**config.mk**
```make
export PLATFORM = sky130hd
export DESIGN_NAME = butterfly_writeback
export DESIGN_NICKNAME = d
export VERILOG_FILES = /design/src/rtl/fft_pkg.sv /design/src/rtl/butterfly_writeback_fifo.sv /design/src/rtl/butterfly_writeback.sv
export SDC_FILE = /design/constraint.sdc
export NUM_CORES = 1
export LEC_CHECK = 0
export CAP_MARGIN = 10
export CORE_AREA = 2 2 136 138
export DETAILED_ROUTE_END_ITERATION = 6
export DIE_AREA = 0 0 138 140
export PLACE_DENSITY = 0.73
export SETUP_SLACK_MARGIN = 0.5
export SYNTH_ARGS = -nofsm -noshare
export SYNTH_HDL_FRONTEND = slang
export SYNTH_SLANG_ARGS = --single-unit
```
**constraint.sdc**
```tcl
create_clock -name clk -period 12.8 [get_ports clk]
set_input_delay 1.92 -clock clk [delete_from_list [all_inputs] [get_ports clk]]
set_output_delay 1.92 -clock clk [all_outputs]
set_load 0.01 [all_outputs]
```
**src/rtl/fft_pkg.sv**
```systemverilog
// fft_pkg: shared FFT constants, write-back state encoding
// and the butterfly address helper used by read and write sides.
package fft_pkg;

  localparam int FFT_SIZE = 4;
  localparam int N_HALF = 2 ** (FFT_SIZE - 1);

  typedef enum logic [1:0] {
    IDLE   = 2'd0,
    WR_TOP = 2'd1,
    WR_BOT = 2'd2
  } wb_state_t;

  // {top, bot} memory addresses of butterfly k in stage s
  function automatic logic [2*FFT_SIZE-1:0] bf_addr(
    input logic [FFT_SIZE-1:0] k,
    input logic [3:0]          s
  );
    logic [FFT_SIZE-1:0] span;
    logic [FFT_SIZE-1:0] top;
    span = FFT_SIZE'(1) << (s - 4'd1);
    top  = ((k >> (s - 4'd1)) << s)
         | (k & (span - FFT_SIZE'(1)));
    return {top, top + span};
  endfunction

endpackage

```
**src/rtl/butterfly_writeback_fifo.sv**
```systemverilog
// bf_pair_fifo: 2-deep buffer of butterfly result pairs,
// exposing the head entry and the one queued behind it.
module bf_pair_fifo #(
  parameter int W = 8
) (
  input  logic         clk,
  input  logic         rst_n,
  input  logic         i_push,
  input  logic [W-1:0] i_data,
  input  logic         i_pop,
  output logic [W-1:0] o_head,
  output logic [W-1:0] o_next,
  output logic [1:0]   o_count,
  output logic         o_full,
  output logic         o_empty
);

  logic [W-1:0] r_mem [2];
  logic         r_wp;
  logic         r_rp;
  logic [1:0]   r_cnt;
  logic         w_push;
  logic         w_pop;

  assign w_pop  = i_pop && (r_cnt != 2'd0);
  assign w_push = i_push
               && ((r_cnt != 2'd2) || w_pop);

  // storage, pointers and occupancy
  always_ff @(posedge clk or negedge rst_n) begin
    if (!rst_n) begin
      for (int i = 0; i < 2; i++) begin
        r_mem[i] <= '0;
      end
      r_wp  <= 1'b0;
      r_rp  <= 1'b0;
      r_cnt <= 2'd0;
    end else begin
      if (w_push) begin
        r_mem[r_wp] <= i_data;
        r_wp        <= ~r_wp;
      end
      if (w_pop) begin
        r_rp <= ~r_rp;
      end
      if (w_push && !w_pop) begin
        r_cnt <= r_cnt + 2'd1;
      end else if (w_pop && !w_push) begin
        r_cnt <= r_cnt - 2'd1;
      end
    end
  end

  assign o_head  = r_mem[r_rp];
  assign o_next  = r_mem[~r_rp];
  assign o_count = r_cnt;
  assign o_full  = (r_cnt == 2'd2);
  assign o_empty = (r_cnt == 2'd0);

endmodule

```
**src/rtl/butterfly_writeback.sv**
```systemverilog
// butterfly_writeback: captures butterfly result pairs and
// serialises them into two in-place memory writes per pair.
module butterfly_writeback
  import fft_pkg::*;
#(
  parameter int bit_width = 16,
  parameter int SIZE      = FFT_SIZE,
  parameter int SCALE     = 1
) (
  input  logic                        clk,
  input  logic                        rst_n,
  input  logic [3:0]                  stage_FFT,
  input  logic                        en,
  input  logic signed [bit_width-1:0] xin1,
  input  logic signed [bit_width-1:0] yin1,
  input  logic signed [bit_width-1:0] xin2,
  input  logic signed [bit_width-1:0] yin2,
  output logic                        in_ready,
  input  logic                        wr_ready,
  output logic                        wr_en,
  output logic [SIZE-1:0]             wr_addr,
  output logic signed [bit_width-1:0] wr_re,
  output logic signed [bit_width-1:0] wr_im,
  output logic                        stage_done,
  output logic                        overflow_err
);

  localparam int KW = SIZE - 1;

  typedef struct packed {
    logic                        last;
    logic [SIZE-1:0]             top;
    logic [SIZE-1:0]             bot;
    logic signed [bit_width-1:0] x1;
    logic signed [bit_width-1:0] y1;
    logic signed [bit_width-1:0] x2;
    logic signed [bit_width-1:0] y2;
  } ent_t;

  localparam int EW = $bits(ent_t);

  wb_state_t         r_state;
  logic [KW-1:0]     r_k;
  logic [3:0]        r_stage;
  logic              r_last;
  logic              w_full;
  logic              w_empty;
  logic [1:0]        w_count;
  logic              w_accept;
  logic              w_pop;
  logic [3:0]        w_s_clamp;
  logic [3:0]        w_s;
  logic [2*SIZE-1:0] w_addr;
  ent_t              w_ent;
  ent_t              w_head;
  ent_t              w_next;
  ent_t              w_src;

  function automatic logic signed [bit_width-1:0] scl(
    input logic signed [bit_width-1:0] v
  );
    return (SCALE != 0) ? (v >>> 1) : v;
  endfunction

  assign in_ready  = rst_n & ~w_full;
  assign w_accept  = en & in_ready;
  assign w_pop     = (r_state == WR_BOT) & wr_ready;
  assign w_s_clamp =
    (stage_FFT == 4'd0 || stage_FFT > 4'(SIZE))
    ? 4'(SIZE) : stage_FFT;
  assign w_s    = (r_k == '0) ? w_s_clamp : r_stage;
  assign w_addr = bf_addr({1'b0, r_k}, w_s);
  assign w_src  =
    (r_state == WR_BOT && w_count == 2'd2)
    ? w_next : w_head;

  // build the queued entry: addresses and scaled data
  always_comb begin
    w_ent.last = (r_k == KW'(N_HALF - 1));
    w_ent.top  = w_addr[2*SIZE-1:SIZE];
    w_ent.bot  = w_addr[SIZE-1:0];
    w_ent.x1   = scl(xin1);
    w_ent.y1   = scl(yin1);
    w_ent.x2   = scl(xin2);
    w_ent.y2   = scl(yin2);
  end

  bf_pair_fifo #(
    .W(EW)
  ) u_fifo (
    .clk    (clk),
    .rst_n  (rst_n),
    .i_push (w_accept),
    .i_data (w_ent),
    .i_pop  (w_pop),
    .o_head (w_head),
    .o_next (w_next),
    .o_count(w_count),
    .o_full (w_full),
    .o_empty(w_empty)
  );

  // pair counter, stage latch and sticky overflow
  always_ff @(posedge clk or negedge rst_n) begin
    if (!rst_n) begin
      r_k          <= '0;
      r_stage      <= '0;
      overflow_err <= 1'b0;
    end else begin
      if (w_accept) begin
        r_k <= r_k + KW'(1);
        if (r_k == '0) begin
          r_stage <= w_s_clamp;
        end
      end
      if (en && !in_ready) begin
        overflow_err <= 1'b1;
      end
    end
  end

  // write sequencer: top then bottom write per pair
  always_ff @(posedge clk or negedge rst_n) begin
    if (!rst_n) begin
      r_state    <= IDLE;
      r_last     <= 1'b0;
      wr_en      <= 1'b0;
      wr_addr    <= '0;
      wr_re      <= '0;
      wr_im      <= '0;
      stage_done <= 1'b0;
    end else begin
      stage_done <= 1'b0;
      unique case (r_state)
        IDLE: begin
          if (!w_empty) begin
            r_state <= WR_TOP;
            wr_en   <= 1'b1;
            wr_addr <= w_src.top;
            wr_re   <= w_src.x1;
            wr_im   <= w_src.y1;
          end
        end
        WR_TOP: begin
          if (wr_ready) begin
            r_state <= WR_BOT;
            r_last  <= w_src.last;
            wr_addr <= w_src.bot;
            wr_re   <= w_src.x2;
            wr_im   <= w_src.y2;
          end
        end
        WR_BOT: begin
          if (wr_ready) begin
            stage_done <= r_last;
            if (w_count == 2'd2) begin
              r_state <= WR_TOP;
              wr_addr <= w_src.top;
              wr_re   <= w_src.x1;
              wr_im   <= w_src.y1;
            end else begin
              r_state <= IDLE;
              wr_en   <= 1'b0;
              wr_addr <= '0;
              wr_re   <= '0;
              wr_im   <= '0;
            end
          end
        end
        default: r_state <= IDLE;
      endcase
    end
  end

endmodule

```
==> results.py, run 1 <==
metrics = {
    "route": {
        "drc_errors": 0,
        "postRouteAntennaNets": 0,
        "drt_wl_total_um": 20800,
        "vias_per_cell": 5.31,
        "num_vias": 6822,
        "wire_per_inst_um": 16.2,
        "drt_iter0_markers": 408,
        "first_pass_iters": 4,
    },
    "sta": {
        "max_slew.worst_pin.slew_ns": 1.23,
        "fmax_ghz": 0.171,
        "layout_worst_path_cycle_share": 0.456,
        "slew_violations": 0,
        "hold_violations": 0,
        "final.setup.tns_ns": 0,
        "slew_headroom": 0.178,
        "fin_skew_ns": 0.00847,
        "final-setup-viol-count": 0,
        "period_minus_slack_ns": 5.83,
        "rsz0062_at_grt": "false",
    },
    "clock_tree": {
        "clock_latency_ns": 0.44,
        "clockBufferDepth": 2,
        "ctsRootBufferMaster": "clkbuf_16",
        "clk_pin_slew_ns": 0.07,
        "cts.sinks": 189,
        "cts_made_buffers": 17,
        "ctsHoldBuffers": 0,
        "htree_levels": 4,
        "cts_tree": "yes",
        "ctsResizeCount": 0,
        "postCtsSetupBuffers": 0,
    },
    "grt": {
        "antenna_found_initial": 0,
        "grt_pass1_wl_um": 35000,
        "gr-total-overflow": 0,
        "grt_pass1_vias": 7010,
        "track_usage": 0.224,
        "grt_max_degree": 77,
    },
    "yosys": {
        "yosys-top-cells-count": "444 x nand2_1, 189 x dfrtp_1, 70 x mux2i_1",
        "yosysWarnings": 0,
        "async_reset_ff_frac": 1.00,
        "synth_top_flop_cell": "dfrtp_1",
        "synth_area_per_cell_um2": 9.12,
        "synth_edf_count": 0,
        "synth_nets": 1053,
        "synthCells": 967,
        "synth.distinct_cells": 56,
        "yosys-top-cells-area": "dfrtp_1 54%, nand2_1 19%, mux2i_1 7.9%",
        "synth-seq-cells": 189,
        "synth_top_area_share": 0.536,
        "synth.most_common_cell": "nand2_1",
        "yosysSeqAreaShare": 0.536,
        "synth.largest_area_cell": "dfrtp_1",
        "netlist_area_um2": 8820,
    },
    "floorplanning": {
        "core-area_um2": 17800,
        "io_pins": 112,
        "initial_core_util": 0.496,
        "die_h_um": 140,
        "design.die.area_um2": 19300,
        "rows": 49,
        "die_w_um": 138,
    },
    "worst_setup_path": {
        "arrival_ns": 6.15,
        "crit_buf_inv": 2,
        "path_delay_family": "simple AND/OR/NAND/NOR gates",
        "cp_cell_sequence": "clkdlybuf4s50_1 -> or3b_2 -> nor2_1 -> a21oi_1 -> ha_1 -> nand4b_1 -> o2111ai_1 -> nor2b_1 -> inv_1 -> ha_1 -> or2b_1 -> mux2_2 -> nand2_1 -> ha_1 -> a21oi_1 -> xnor3_1 -> mux2_2",
        "crit_slowest_cell": "or3b_2",
        "critical_path_class": "input port to flop",
        "max_stage_delay_ns": 0.56,
        "path_common_cell": "ha_1",
        "startpoint_type": "input port",
        "crit_required_ns": 13.12,
        "critPathCaptureType": "flop",
        "worstPathMaxFanout": 5,
    },
    "cells_and_area": {
        "multi_input_area_um2": 3810,
        "antennaDiodeCount": 0,
        "syn_to_final_growth_pct": 21.2,
        "regArea_um2": 4730,
        "nets": 1128,
        "fillerInstances": 1569,
        "drive_above_1_share": 0.0597,
        "stdcell_count": 1284,
    },
    "worst_hold_path": {
        "holdCritPathClass": "flop to flop",
    },
    "power": {
        "peakVddDrop_v": 0.000171,
        "p_per_area_nw_per_um2": 260,
        "p_total_uw": 2780,
        "p_leak_uw": 0.00530,
    },
    "placed_design": {
        "dp_hpwl_um": 12600,
        "dpl.cell_count": 1252,
        "place_congestion": 0.823,
        "port_buffers": 107,
    },
    "status": {
        "status": "completed",
    },
    "flow_run": {
        "drv_cap": 0,
    },
}
## per-layer routing
metal  track usage  vias to the layer above  part of all wire
met5             0                        -                 0
li1              -                     3306                 -
met4        0.0607                        0             0.011
met2         0.390                      131              0.51
met1         0.287                     3366              0.44
met3        0.0441                       19             0.038
## logic make-up after synthesis
logic type / share of synthesized area
flops: 0.536
xor+xnor: 0.0125
mux: 0.0858
buf+inv: 0.0359
compound gates: 0.0886
fa+ha+maj: 0.0207
simple gates: 0.220
## cell type report
| cell class | count | share of cell area |
|---|---|---|
| timing repair buffer | 116 | 0.107 |
| clock buffer | 19 | 0.0424 |
| multi-input combinational | 703 | 0.357 |
| sequential | 189 | 0.442 |
| clock inverter | 13 | 0.0197 |
| tap | 229 | 0.0268 |
| inverter | 15 | 0.00527 |
## where the power goes
part	internal (uW)	switching, uW	total (uW)
Clock	358	234	592
Sequential	858	156	1010
Combinational	511	665	1180
Total	1730	1050	2780
## flip-flops by register name (all words and copies together), names as in the netlist, 2 cells and up
name            cells
r_k                 3
r_stage             4
r_state             2
u_fifo.o_count      2
u_fifo.r_mem      138
wr_addr             4
wr_im              15
wr_re              15
## layout by cell type, fill, tap and decap left out, drive strengths merged, types with 9 or more instances in the layout
master,count
clkbuf,20
a21oi,10
inv,16
buf,9
nor2,15
mux2i,70
clkdlybuf4s50,106
dfrtp,189
nand2,444
ha,13
o22a,34
o21ai,44
## stage by stage
step                worst slack (ns)  hold slack, ns  area, um2  utilization
floorplan                       7.40           0.445       8820            -
global placement                6.57           0.451      10000        0.564
detailed placement              6.55           0.449      10000        0.564
CTS                             6.99           0.468      10700        0.601
global route                    6.66           0.482      10700        0.601
finish                          6.97           0.461      10700        0.601
## worst reg2reg max path, stage by stage, from the launching register on
cell and delay, ns:
dfrtp_1 0.41, inv_1 0.12, ha_1 0.25, and2b_2 0.29, and3_1 0.20, a21oi_1 0.14
ha_1 0.28, a21o_2 0.15, o2111ai_1 0.21, nor2b_1 0.37, inv_1 0.08, ha_1 0.21
or2b_1 0.22, mux2_2 0.29, nand2_1 0.07, ha_1 0.25, a21oi_1 0.17, xnor3_1 0.34
mux2_2 0.27
## worst paths after layout
path                                   start  slack (ns)                end  cells after the start
worst max-delay path            stage_FFT[3]        6.97   u_fifo.r_mem[67]                     17
worst max register to register        r_k[0]        8.36   u_fifo.r_mem[67]                     18
worst min register to register  overflow_err        0.46       overflow_err                      1
worst min-delay path            overflow_err        0.46       overflow_err                      1
max in group asynchronous              rst_n        9.45  u_fifo.r_mem[137]                      3
min in group asynchronous              rst_n        1.47    u_fifo.r_mem[8]                      1
(Power assumes the default switching activity.)
==> run 2: changes to the inputs <==
==> constraint.sdc (replaced) <==
create_clock -name clk -period 5.9 [get_ports clk]
set_input_delay 0.885 -clock clk [delete_from_list [all_inputs] [get_ports clk]]
set_output_delay 0.885 -clock clk [all_outputs]
set_load 0.01 [all_outputs]
==> run 2 against run 1 <==
  * Clock-buffer cell count down 1
  * Register-to-register slack worse by 7.0 ns
  * Via count up 0.18%
  * Critical endpoint is now u_fifo.r_mem[140]
==> results.py, run 2 (same netlist as run 1, synthesis figures left out) <==
metrics = {
    "route": {
        "drt_iter0_markers": 423,
        "drt_wl_total_um": 20600,
        "num_vias": 6834,
        "drc_errors": 0,
        "first_pass_iters": 4,
        "wire_per_inst_um": 16.1,
        "postRouteAntennaNets": 0,
        "vias_per_cell": 5.32,
    },
    "worst_setup_path": {
        "max_stage_delay_ns": 0.52,
        "startpoint_type": "input port",
        "path_common_cell": "ha_1",
        "cp_cell_sequence": "clkdlybuf4s50_1 -> or3b_2 -> nor2_1 -> a21oi_1 -> ha_1 -> nand4b_1 -> o2111ai_1 -> nor2b_1 -> inv_1 -> ha_1 -> or2b_1 -> mux2_2 -> nand2_1 -> ha_1 -> a21oi_1 -> xnor3_1 -> mux2_2",
        "critical_path_class": "input port to flop",
        "worstPathMaxFanout": 5,
        "critPathCaptureType": "flop",
        "crit_required_ns": 6.22,
        "path_delay_family": "simple AND/OR/NAND/NOR gates",
        "arrival_ns": 5.19,
        "crit_buf_inv": 2,
        "crit_slowest_cell": "clkdlybuf4s50_1",
    },
    "clock_tree": {
        "clockBufferDepth": 2,
        "clk_pin_slew_ns": 0.07,
        "clock_latency_ns": 0.43,
        "ctsRootBufferMaster": "clkbuf_16",
        "cts_made_buffers": 17,
        "postCtsSetupBuffers": 0,
        "cts_tree": "yes",
        "htree_levels": 4,
        "ctsHoldBuffers": 0,
        "ctsResizeCount": 0,
        "cts.sinks": 189,
    },
    "grt": {
        "track_usage": 0.221,
        "grt_max_degree": 74,
        "gr-total-overflow": 0,
        "grt_pass1_vias": 6761,
        "grt_pass1_wl_um": 34400,
        "antenna_found_initial": 0,
    },
    "flow_run": {
        "drv_cap": 0,
    },
    "sta": {
        "holdWs_ns": 0.398,
        "hold_violations": 0,
        "slew_violations": 0,
        "final.setup.tns_ns": 0,
        "rsz0062_at_grt": "false",
        "final-setup-viol-count": 0,
        "max_slew.worst_pin.slew_ns": 1.03,
        "fin_skew_ns": 0.0114,
        "postLayoutSetupSlackWorst_ns": 1.04,
        "layout_worst_path_cycle_share": 0.824,
        "period_minus_slack_ns": 4.86,
        "slew_headroom": 0.314,
        "fmax_ghz": 0.206,
    },
    "floorplanning": {
        "core-area_um2": 17800,
        "die_h_um": 140,
        "initial_core_util": 0.496,
        "die_w_um": 138,
        "io_pins": 112,
        "design.die.area_um2": 19300,
        "rows": 49,
    },
    "worst_hold_path": {
        "holdCritPathClass": "input port to asynchronous set/reset pin",
    },
    "placed_design": {
        "place_congestion": 0.857,
        "port_buffers": 107,
        "dp_hpwl_um": 12400,
        "place_ws_ns": 0.673,
    },
    "power": {
        "combPwrFrac": 0.426,
        "power.switching_uw": 2290,
        "sw_frac_of_total": 0.386,
        "p_leak_uw": 0.00528,
        "internal-power_uw": 3650,
        "p_per_area_nw_per_um2": 558,
        "peakVddDrop_v": 0.000327,
        "clkPwrFrac": 0.203,
        "pwr-share-seq": 0.371,
    },
    "status": {
        "status": "completed",
    },
    "cells_and_area": {
        "antennaDiodeCount": 0,
        "largest_reg_flops": 138,
        "syn_to_final_growth_pct": 20.7,
        "layout_common_cells": "443 x nand2_1, 189 x dfrtp_1, 106 x clkdlybuf4s50_1",
        "top_regs": "u_fifo.r_mem (138), wr_im (15), wr_re (15)",
        "top_register": "u_fifo.r_mem",
        "nets": 1129,
        "final_common_cell": "nand2_1",
        "drive_above_1_share": 0.0597,
    },
}
## run 2: cell count changes in the layout (fill, tap and decap cells not counted), sizes merged
cell | before | now
buf | 9 | 10
inv | 16 | 19
clkinv | 5 | 4
clkbuf | 20 | 19
clkinvlp | 2 | 3
bufinv | 5 | 3
## run 2: layer usage
layer | global-route usage | part of all wire
met2 | 0.371 | 0.50
met3 | 0.0465 | 0.043
met1 | 0.300 | 0.45
met4 | 0.0473 | 0.0082
met5 | 0 | 0
## run 2: area by class of cell
class | instances | area (um2)
fillers | 1547 | 7130
flip-flops and latches | 189 | 4730
multi-input cells | 703 | 3810
repair buffers | 117 | 1150
clock buffers | 18 | 429
well taps | 229 | 287
clock inverters | 14 | 184
inverters | 15 | 56.3
## run 2: final timing paths
path	from	end	slack, ns	depth (start not counted)
worst max-delay path	stage_FFT[0]	u_fifo.r_mem[140]	1.04	17
worst min-delay path	rst_n	u_fifo.r_mem[84]	0.40	1
worst max register to register	r_k[0]	u_fifo.r_mem[140]	1.40	18
worst min register to register	overflow_err	overflow_err	0.46	1
max in group asynchronous	rst_n	u_fifo.r_mem[36]	4.21	2
min in group clk	overflow_err	overflow_err	0.46	1
## run 2: power by group through the flow
stage / Sequential [uW] / Clock, uW / Combinational, uW
after floorplan: 2150 / 0 / 1850
after global placement: 2190 / 0 / 2470
after detailed placement: 2220 / 0 / 2530
after CTS: 2200 / 1220 / 2560
after global routing: 2270 / 1270 / 2840
final: 2200 / 1210 / 2530
## run 2: per-stage QoR
| step | utilization | area (um2) | power [uW] | cells |
|---|---|---|---|---|
| after floorplan | - | 8820 | 3990 | 967 |
| after global placement | 0.564 | 10000 | 4670 | 1253 |
| after detailed placement | 0.564 | 10000 | 4750 | 1253 |
| after CTS | 0.599 | 10600 | 5980 | 1285 |
| after global routing | 0.599 | 10600 | 6380 | 1285 |
| final | 0.599 | 10600 | 5940 | 1285 |
